[src/rtl/x9_run_ctrl.sv]
// x9_run_ctrl: start/finish handshake around the X9 core; define X9_RUN_CTRL_WDOG_EN to build the RUN watchdog
module x9_run_ctrl #(
    parameter int CW      = 16,
    parameter int RST_CYC = 2,
    parameter int TIMEOUT = 4095
) (
    input  logic          clk,
    input  logic          reset,
    input  logic          req,
    input  logic          core_done,
    output logic          core_reset,
    output logic          busy,
    output logic          ack,
    output logic [CW-1:0] cycles,
    output logic          timeout
);
    typedef enum logic [1:0] {IDLE, HOLD, RUN, ACK} state_t;
    state_t        state, state_n;
    logic [7:0]    hold_cnt, hold_cnt_n;
    logic          core_reset_n, busy_n, ack_n, timeout_n, wdog;
    logic [CW-1:0] cycles_n, cycles_sat;
    logic [CW:0]   cyc_inc;
    assign cyc_inc    = {1'b0, cycles} + (CW+1)'(1);
    assign cycles_sat = cyc_inc[CW] ? cycles : cyc_inc[CW-1:0];
`ifdef X9_RUN_CTRL_WDOG_EN
    assign wdog = !core_done && cyc_inc == (CW+1)'(TIMEOUT);
`else
    assign wdog = 1'b0;
`endif
    always_ff @(posedge clk) begin
        if (reset) begin
            state      <= IDLE;
            hold_cnt   <= '0;
            core_reset <= 1'b1;
            busy       <= 1'b0;
            ack        <= 1'b0;
            cycles     <= '0;
            timeout    <= 1'b0;
        end else begin
            state      <= state_n;
            hold_cnt   <= hold_cnt_n;
            core_reset <= core_reset_n;
            busy       <= busy_n;
            ack        <= ack_n;
            cycles     <= cycles_n;
            timeout    <= timeout_n;
        end
    end
    always_comb begin
        state_n      = state;
        hold_cnt_n   = hold_cnt;
        core_reset_n = core_reset;
        busy_n       = busy;
        ack_n        = 1'b0;
        cycles_n     = cycles;
        timeout_n    = timeout;
        case (state)
            IDLE: if (req) begin
                state_n      = HOLD;
                hold_cnt_n   = '0;
                core_reset_n = 1'b1;
                busy_n       = 1'b1;
                cycles_n     = '0;
                timeout_n    = 1'b0;
            end
            HOLD: begin
                hold_cnt_n = hold_cnt + 8'd1;
                if (hold_cnt == 8'(RST_CYC - 1)) begin
                    state_n      = RUN;
                    core_reset_n = 1'b0;
                end
            end
            RUN: begin
                cycles_n = cycles_sat;
                if (core_done || wdog) begin
                    state_n      = ACK;
                    ack_n        = 1'b1;
                    core_reset_n = 1'b1;
                    timeout_n    = wdog;
                end
            end
            ACK: begin
                state_n = IDLE;
                busy_n  = 1'b0;
            end
        endcase
    end
endmodule

[config.mk]
export PLATFORM = sky130hd
export DESIGN_NAME = x9_run_ctrl
export DESIGN_NICKNAME = d
export VERILOG_FILES = /design/src/rtl/x9_run_ctrl.sv
export SDC_FILE = /design/constraint.sdc
export NUM_CORES = 1
export LEC_CHECK = 0
export ABC_CLOCK_PERIOD_IN_PS = 1900
export BUFFER_PORTS_ARGS = -buffer_cell sky130_fd_sc_hd__buf_2
export CAP_MARGIN = 20
export CORE_UTILIZATION = 53
export CTS_BUF_LIST = sky130_fd_sc_hd__clkbuf_8
export DETAILED_ROUTE_END_ITERATION = 8
export HOLD_SLACK_MARGIN = 0.02
export PLACE_DENSITY_LB_ADDON = 0.05
export REMOVE_ABC_BUFFERS = 1
export SLEW_MARGIN = 20
export SYNTH_ARGS = -nofsm -noshare
export SYNTH_HDL_FRONTEND = slang
export SYNTH_SLANG_ARGS = --single-unit
[constraint.sdc]
create_clock -name clk -period 1.9 [get_ports clk]
set_clock_uncertainty 0.1 [all_clocks]
set_input_delay 0.38 -clock clk [delete_from_list [all_inputs] [get_ports clk]]
set_output_delay 0.38 -clock clk [all_outputs]
set_load 0.03 [all_outputs]
==> results of run 1 <==
-- area by class of cell --
cell class                      count  area (um2)
Sequential cell                    29       594.3
Timing Repair Buffer               59       399.1
Clock inverter                      1       3.754
Tap cell                           31       38.79
Inverter                            7       26.28
Multi-Input combinational cell    139        1044
Clock buffer                        6       82.58
Fill cell                         183       593.1
-- cell usage in the layout (no fill, tap or decap), types with 7 or more instances in the layout --
cell type and instances:
sky130_fd_sc_hd__a21oi_1 13, sky130_fd_sc_hd__buf_2 22, sky130_fd_sc_hd__buf_4 34, sky130_fd_sc_hd__dfxtp_1 20
sky130_fd_sc_hd__dfxtp_2 8, sky130_fd_sc_hd__inv_1 7, sky130_fd_sc_hd__nand2_1 20, sky130_fd_sc_hd__nor2_1 20
sky130_fd_sc_hd__o21ai_1 7
-- worst paths after layout --
check / cells after the start / endpoint / from / slack [ns]
setup / recovery: 7 / core_reset / hold_cnt[1] / -0.06
hold / removal: 2 / ack / core_done / 0.25
setup reg to reg: 7 / core_reset / hold_cnt[1] / -0.06
hold reg to reg: 2 / core_reset / core_reset / 0.40
-- flip-flops by register name, summed over array words and instances (netlist names) --
register    cells
ack             1
hold_cnt        8
cycles         16
busy            1
core_reset      1
state           2
-- routing by layer --
layer,share of wire,global-route usage,up-vias,wire length [um]
met2,0.47,0.3899,54,1970
met3,0.058,0.08756,11,242
met5,0,0,-,0
met4,0.022,0.1185,0,90
met1,0.45,0.3593,762,1858
li1,-,-,790,-
-- power by group through the flow --
| stage | clock, mW | combinational [mW] | sequential (mW) |
|---|---|---|---|
| after CTS | 0.515 | 0.973 | 0.687 |
| after global routing | 0.534 | 1.15 | 0.698 |
| after floorplan | 0 | 0.499 | 0.752 |
| final | 0.506 | 1.06 | 0.691 |
| after global placement | 0 | 0.903 | 0.691 |
| after detailed placement | 0 | 0.932 | 0.694 |
-- worst max-delay path: stages, from the launching register on --
cell and delay, ns:
sky130_fd_sc_hd__dfxtp_2 0.32, sky130_fd_sc_hd__inv_2 0.06, sky130_fd_sc_hd__ha_4 0.10, sky130_fd_sc_hd__or4b_4 0.46, sky130_fd_sc_hd__o41ai_4 0.23, sky130_fd_sc_hd__o211ai_1 0.26, sky130_fd_sc_hd__o21ai_1 0.18, sky130_fd_sc_hd__o311ai_1 0.11
-- through the flow --
step                      TNS [ns]  utilization  area, um2  hold slack [ns]
after floorplan             -4.086            -       1539           0.3424
after global placement    -0.06106       0.6878       1913           0.3631
after detailed placement   -0.1970       0.6878       1913           0.3783
after CTS                  -0.1611       0.7373       2051           0.2451
after global routing       -0.6900       0.7868       2188           0.2659
final                      -0.1126       0.7868       2188           0.2457
-- kinds of logic (layout without fill, tap and decap cells) --
family / count (synthesis) / count (layout)
buffers and inverters: 14 / 73
adder cells (fa/ha/maj): 8 / 8
other: 1 / 1
XOR/XNOR: 3 / 3
AND/OR/NAND/NOR: 72 / 72
multiplexers: 3 / 3
flip-flops: 29 / 29
AO/OA/AOI/OAI: 52 / 52
-- timing repair --
| action | CTS | global route |
|---|---|---|
| resized for setup | 11 | 24 |
| setup endpoints to repair | 9 | 17 |
| pin swaps | 5 | 16 |
| buffers inserted | 1 | 6 |
| endpoints found under the hold margin | 0 | 0 |
==> summary by stage, run 1 <==
Setup path
The class of the most critical setup path is reg2reg. The worst path required time is 1.95 ns. STA classifies the critical path endpoint as a register. Along the worst path, the maximum fanout reaches 5.

For the worst setup path, the data arrival time is 2.01 ns. The critical path launch point type is a register.

Routing
The count of antenna-violating nets left after detailed routing is 0. In the routed layout, each cell is associated on average with a via count of 5.945. In the routed design, unresolved DRC markers number 0. The final layout contains routed wiring with a total length of 4161 um. The detailed router placed 1617 vias in this run. The number of DRC markers in iteration 0 is 94. After detailed routing, the average wire length per cell comes to 15.30 um. The length of the first detailed-routing pass in iterations is 4.

Floorplanning
The vertical extent of the die is 56.50 um. The die area is 0.003192 mm2. The initial utilization of the core area, before any placement, comes to 0.5659. The core region is 0.002781 mm2. In this run the count of I/O pins placed on the die edge is 24. The floorplan step set the die width to 56.50 um. The number of placement rows is 19.

Finish
The number of antenna repair diodes is 0. The synthesis-to-finish area growth is 39.03%. The final layout contains 253 nets. The final standard cell count with taps included and fillers excluded is 272. Of the cells placed in the final design, the portion with a size suffix greater than 1 is 0.4066.

Synth
After synthesis, the largest family of logic cells by area is simple AND/OR/NAND/NOR gates. The synthesized netlist contains 41 unique library cells. The most used flip-flop cell after synthesis is sky130_fd_sc_hd__dfxtp_1. The number of enable flip-flop cells after synthesis is 0.

Synthesis produced a netlist whose cell count is 182. The post-synthesis instance area is 0.001574 mm2. In the synthesized netlist the async set-or-reset flop fraction comes to 0. After synthesis, the most frequently instantiated cells are 29 x sky130_fd_sc_hd__dfxtp_1, 20 x sky130_fd_sc_hd__nand2_1, 20 x sky130_fd_sc_hd__nor2_1. By area the synthesized netlist is led by sky130_fd_sc_hd__dfxtp_1 37%, sky130_fd_sc_hd__ha_1 6.4%, sky130_fd_sc_hd__nand2_1 4.8%. The sequential area share after synthesis is 0.3688.

The share of synthesized cell area in full adder, half adder and majority cells is 0.06359. In the post-synthesis netlist, the cell with the most instances is sky130_fd_sc_hd__dfxtp_1. The multiplexer share of the synthesized area is 0.01908.

The number of flip-flops and latches in the synthesized netlist is 29. Of the post-synthesis cell area, the dominant cell type holds 0.3688. For this run, the number of Yosys warnings is 0. The xor/xnor share of the synthesized area is 0.01669. A synthesized cell averages 8.648 um2. The simple-gate portion of the synthesized area is 0.2536. The synthesized-area fraction occupied by ao, oa, aoi and oai cells was 0.2369. Summed over all instances, the cell type with the most area after synthesis is sky130_fd_sc_hd__dfxtp_1.

Clock tree
The H-tree was split into 2 levels. The tree is rooted in a sky130_fd_sc_hd__clkbuf_8. The clock slew at the register clock pins of the worst setup and hold paths is 0.06 ns. For this design, the CTS-stage hold fixing added 0 buffers. Counting along the longest clock path gives a buffer depth of 2. The source-to-sink clock delay at the later pin of the worst-skew pair is 0.28 ns. The sink count of the clock tree is 29. TritonCTS built the clock tree.

TritonCTS created 5 clock buffers.

Power
The cell-internal power is 1.395 mW. For this design the static power due to leakage is 0.9045 nW. The reported net switching power is 0.8642 mW. The maximum resistive drop on vdd is 0.0009698 V. In this run the power density over the cells is 1032 mW/mm2.

The share of total power dissipated in sequential elements is 0.306. The total power draw is 2.259 mW. The share of total power dissipated in combinational logic is 0.470. The clock network power share is 0.224. The switching share of power is 0.3826.

Status
The run finished, with violations left. The final reports fail on setup timing.

Placement
The number of cells in the design after placement is 258. Before CTS, the worst setup slack after placement is -0.08651 ns. The routability congestion estimate is 0.8656. Port buffering added 22 buffers.

The post-DP HPWL is 2940 um.

Flow run
The tool flagged a number of max-cap violations equal to 0.

STA
The number of endpoints with negative hold slack in the final report was 0. Setup repair after global routing could not meet its margin everywhere. The maximum clock frequency is 509.4 MHz. Subtracting the final worst setup slack from the clock period gives 1.963 ns. The number of max-slew violations in the final report is 0.

The pin slew with the least headroom to its limit is 0.5649 ns. In the finished design, the share of the clock period the worst path needs comes to 1.033. Once routing completed, OpenROAD measured the worst setup slack at -0.06296 ns. The worst slew margin relative to its limit is 0.6194. Setup violations remaining at the end of the flow were counted as 3.

GRT
The global route total overflow is 0. In the global route stage, overall resource usage came out at 0.2678. The number of antenna violations at the first check in global routing is 0. The number of global-route vias before repair is 1432. The global-route wire length before repair is 6603 um. The pin count of the biggest net entering global routing is 16.

Worst hold path
The path class of the lowest-slack min-delay path is in2reg.
(Power assumes the default switching activity.)
==> inputs of run 2 (changes only) <==
--- a/config.mk
+++ b/config.mk
@@ -8,12 +8,14 @@
 export ABC_CLOCK_PERIOD_IN_PS = 1900
 export BUFFER_PORTS_ARGS = -buffer_cell sky130_fd_sc_hd__buf_2
 export CAP_MARGIN = 20
+export CORE_ASPECT_RATIO = 1.5
 export CORE_UTILIZATION = 53
 export CTS_BUF_LIST = sky130_fd_sc_hd__clkbuf_8
 export DETAILED_ROUTE_END_ITERATION = 8
 export HOLD_SLACK_MARGIN = 0.02
 export PLACE_DENSITY_LB_ADDON = 0.05
 export REMOVE_ABC_BUFFERS = 1
+export SKIP_CTS_REPAIR_TIMING = 1
 export SLEW_MARGIN = 20
 export SYNTH_ARGS = -nofsm -noshare
 export SYNTH_HDL_FRONTEND = slang
==> run 2 against run 1 <==
The flow still finishes with violations (setup timing). Fmax increased by 0.61%. Die area increased by 0.14%. Non-clock buffer count decreased by 8. Sequential share of layout area increased by 0.74 points. Worst setup slack improved by 0.012 ns. Critical path type unchanged.
==> summary by stage, run 2 (same netlist as run 1, synthesis figures left out) <==
Status
Outcome: finished, violations left (unchanged). Violations in the final reports: setup timing (unchanged).

Setup path
The kind of cell adding the most delay to the critical path was simple AND/OR/NAND/NOR gates (was compound AO/OA/AOI/OAI gates). The maximum single-stage delay on the critical path is 0.45 ns (was 0.46 ns). The highest net fanout along the worst path is 5 (unchanged). The minimum setup slack among reg-to-reg paths is -0.05 ns (was -0.06 ns). The class of the most critical setup path is reg2reg (unchanged). The worst path required time came to 1.93 ns (was 1.95 ns). The endpoint of the lowest-slack register-to-register path is state[0] (was core_reset). The number of cell instances on the worst register-to-register path is 7 (unchanged).

The startpoint of the lowest-slack register-to-register path is hold_cnt[1] (unchanged). The last element of the critical path is state[0] (was core_reset). The library cell contributing the largest single delay on the critical path is sky130_fd_sc_hd__or4b_4 (unchanged). The number of cells on the critical path was 7 (unchanged).

List of cells traversed by the critical path: inv_2, ha_4, or4b_4, o41ai_2, o211ai_1, nor3_1, a211oi_1 (was inv_2, ha_4, or4b_4, o41ai_4, o211ai_1, o21ai_1, o311ai_1). The arrival time at the worst endpoint is 1.99 ns (was 2.01 ns). The critical path capture point type is a register (unchanged). The number of buffer and inverter instances along the worst setup path was 1 (unchanged). The startpoint of the worst setup timing path is hold_cnt[1] (unchanged). The critical path launch point type is a register (unchanged).

STA
The worst slew margin relative to its limit is 0.6532 (was 0.6194). The number of endpoints with negative hold slack in the final report is 0 (unchanged). The pin slew with the least headroom to its limit was 0.5148 ns (was 0.5649 ns).

The post-route worst hold slack is 0.2728 ns (was 0.2457 ns). The final critical-path setup slack is -0.05111 ns (was -0.06296 ns). The part of the cycle the worst path needs is 1.027 (was 1.033). The shortest clock period the worst path allows after layout is 1.951 ns (was 1.963 ns). The total of endpoints with negative setup slack in the final report is 2 (was 3). The number of max-slew violations in the final report was 0 (unchanged). The total negative slack for setup checks is -0.1001 ns (was -0.1126 ns).

RSZ-0062 raised after global routing: yes (unchanged). The maximum clock frequency is 512.5 MHz (was 509.4 MHz).

Clock tree
The TritonCTS clock tree was yes (unchanged). The H-tree depth is 2 (unchanged). The source-to-sink clock delay at the later pin of the worst-skew pair is 0.28 ns (about the same). The sink count of the clock tree was 29 (unchanged). The clock buffer count from CTS was 5 (unchanged).

The clock slew at the register clock pins of the worst setup and hold paths was 0.06 ns (about the same). The root buffer cell is sky130_fd_sc_hd__clkbuf_8 (unchanged). The maximum number of buffers from clock root to sink is 2 (unchanged).

Floorplanning
The die area is 0.003196 mm2 (was 0.003192 mm2). The floorplan core area was 0.002734 mm2 (was 0.002781 mm2). The vertical extent of the die is 68.75 um (was 56.50 um). The width of the die was 46.50 um (was 56.50 um).

The count of pins on the block boundary is 24 (unchanged). The starting density of the core was 0.5757 (was 0.5659). The number of placement rows was 23 (was 19).

Routing
The DRC violation count after routing is 0 (unchanged). The routed wire length on met3 was 132 um (was 242 um). The number of DRC markers in iteration 0 came to 73 (was 94). The routed wire length on met2 is 2430 um (was 1970 um). The average wire length per cell after detail routing was 15.56 um (was 15.30 um).

The vias per cell came to 5.830 (was 5.945). The count of antenna-violating nets left after detailed routing is 0 (unchanged). The highest metal layer used by the detailed router is met4 (unchanged). The total number of vias is 1580 (was 1617).

The total length of routed wires is 4218 um (was 4161 um). The length of routed wiring on met1 is 1573 um (was 1858 um). The length of the first detailed-routing pass in iterations is 4 (unchanged).

Worst hold path
The path class of the lowest-slack min-delay path is in2reg (unchanged). The count of cells along the worst hold path came to 2 (unchanged).

Finish
The number of inserted filler cells in the final layout is 216 (was 183). The net count reported at finish came to 245 (was 253). The final design utilization is 0.7661 (was 0.7868).

The register area is 584.3 um2 (was 594.3 um2). The final standard cell count with taps included and fillers excluded is 271 (was 272). The layout cell share with drive strength beyond 1 is 0.3462 (was 0.4066). The largest register by flop count is cycles (unchanged). Highest-count cells in the layout ignoring fill and taps: 27 x sky130_fd_sc_hd__buf_4, 26 x sky130_fd_sc_hd__dfxtp_1, 23 x sky130_fd_sc_hd__buf_2, 20 x sky130_fd_sc_hd__nand2_1, 20 x sky130_fd_sc_hd__nor2_1 (was 34 x sky130_fd_sc_hd__buf_4, 22 x sky130_fd_sc_hd__buf_2, 20 x sky130_fd_sc_hd__nand2_1, 20 x sky130_fd_sc_hd__nor2_1, 20 x sky130_fd_sc_hd__dfxtp_1). Largest registers: cycles x16, hold_cnt x8, state x2 (unchanged). The area of the multi-input gates is 0.001026 mm2 (was 0.001044 mm2). The synthesis-to-finish area growth is 33.07% (was 39.03%).

The most frequent standard cell in the layout excluding fill and tap cells is sky130_fd_sc_hd__buf_4 (unchanged). The number of antenna repair diodes is 0 (unchanged). The number of flip-flops in the largest register is 16 (unchanged).

GRT
The pin count of the biggest net entering global routing was 13 (was 16). The global-route wire length before repair is 6051 um (was 6603 um). The number of global-route vias before repair came to 1485 (was 1432). The overall fraction of global-route tracks in use came to 0.2630 (was 0.2678). The global route total overflow was 0 (unchanged). The number of antenna violations at the first check in global routing is 0 (unchanged).

Power
The maximum resistive drop on vdd was 0.0006755 V (was 0.0009698 V). The total power density per cell area is 1045 mW/mm2 (was 1032 mW/mm2). The static leakage power was 0.8625 nW (was 0.9045 nW).

Placement
The number of cells in the design after placement came to 258 (unchanged). The routability congestion estimate was 0.8161 (was 0.8656). The post-placement setup slack is -0.05631 ns (was -0.08651 ns). The port buffer count is 22 (unchanged). The post-DP HPWL is 2871 um (was 2940 um).

Flow run
The total of max-cap violations is 0 (unchanged).
==> run 2: metrics by stage <==
step | power [mW] | cell area (um2)
2_1_floorplan | 1.251 | 1539
4_1_cts | 2.066 | 1958
5_1_grt | 2.326 | 2095
6_report | 2.189 | 2095
3_3_place_gp | 1.554 | 1876
3_5_place_dp | 1.587 | 1876
==> run 2: layout make-up <==
cell class,instances,area share
Clock buffer,5,0.03286
Tap cell,37,0.02210
Clock inverter,3,0.006571
Sequential cell,29,0.2790
Timing Repair Buffer,51,0.1571
Inverter,7,0.01254
Multi-Input combinational cell,139,0.4898
==> run 2: power breakdown <==
part           total (mW)  internal [mW]  switching, mW  leakage [nW]
Combinational        1.02          0.407          0.611         0.577
Sequential          0.693          0.661         0.0311         0.236
Clock               0.479          0.248          0.232        0.0491
==> run 2: layer usage <==
metal  track usage  up-vias
met1        0.2536      769
met5             0        -
li1              -      770
met4        0.1176        0
met3       0.04427        7
met2        0.5104       34
==> run 2: how the worst min path moves through the flow <==
stage                start          end  slack, ns
2_1_floorplan        reset   cycles[13]       0.34
3_3_place_gp          busy         busy       0.36
3_5_place_dp   hold_cnt[7]  hold_cnt[7]       0.39
4_1_cts          core_done          ack       0.27
5_1_grt          core_done          ack       0.28
6_report         core_done          ack       0.27
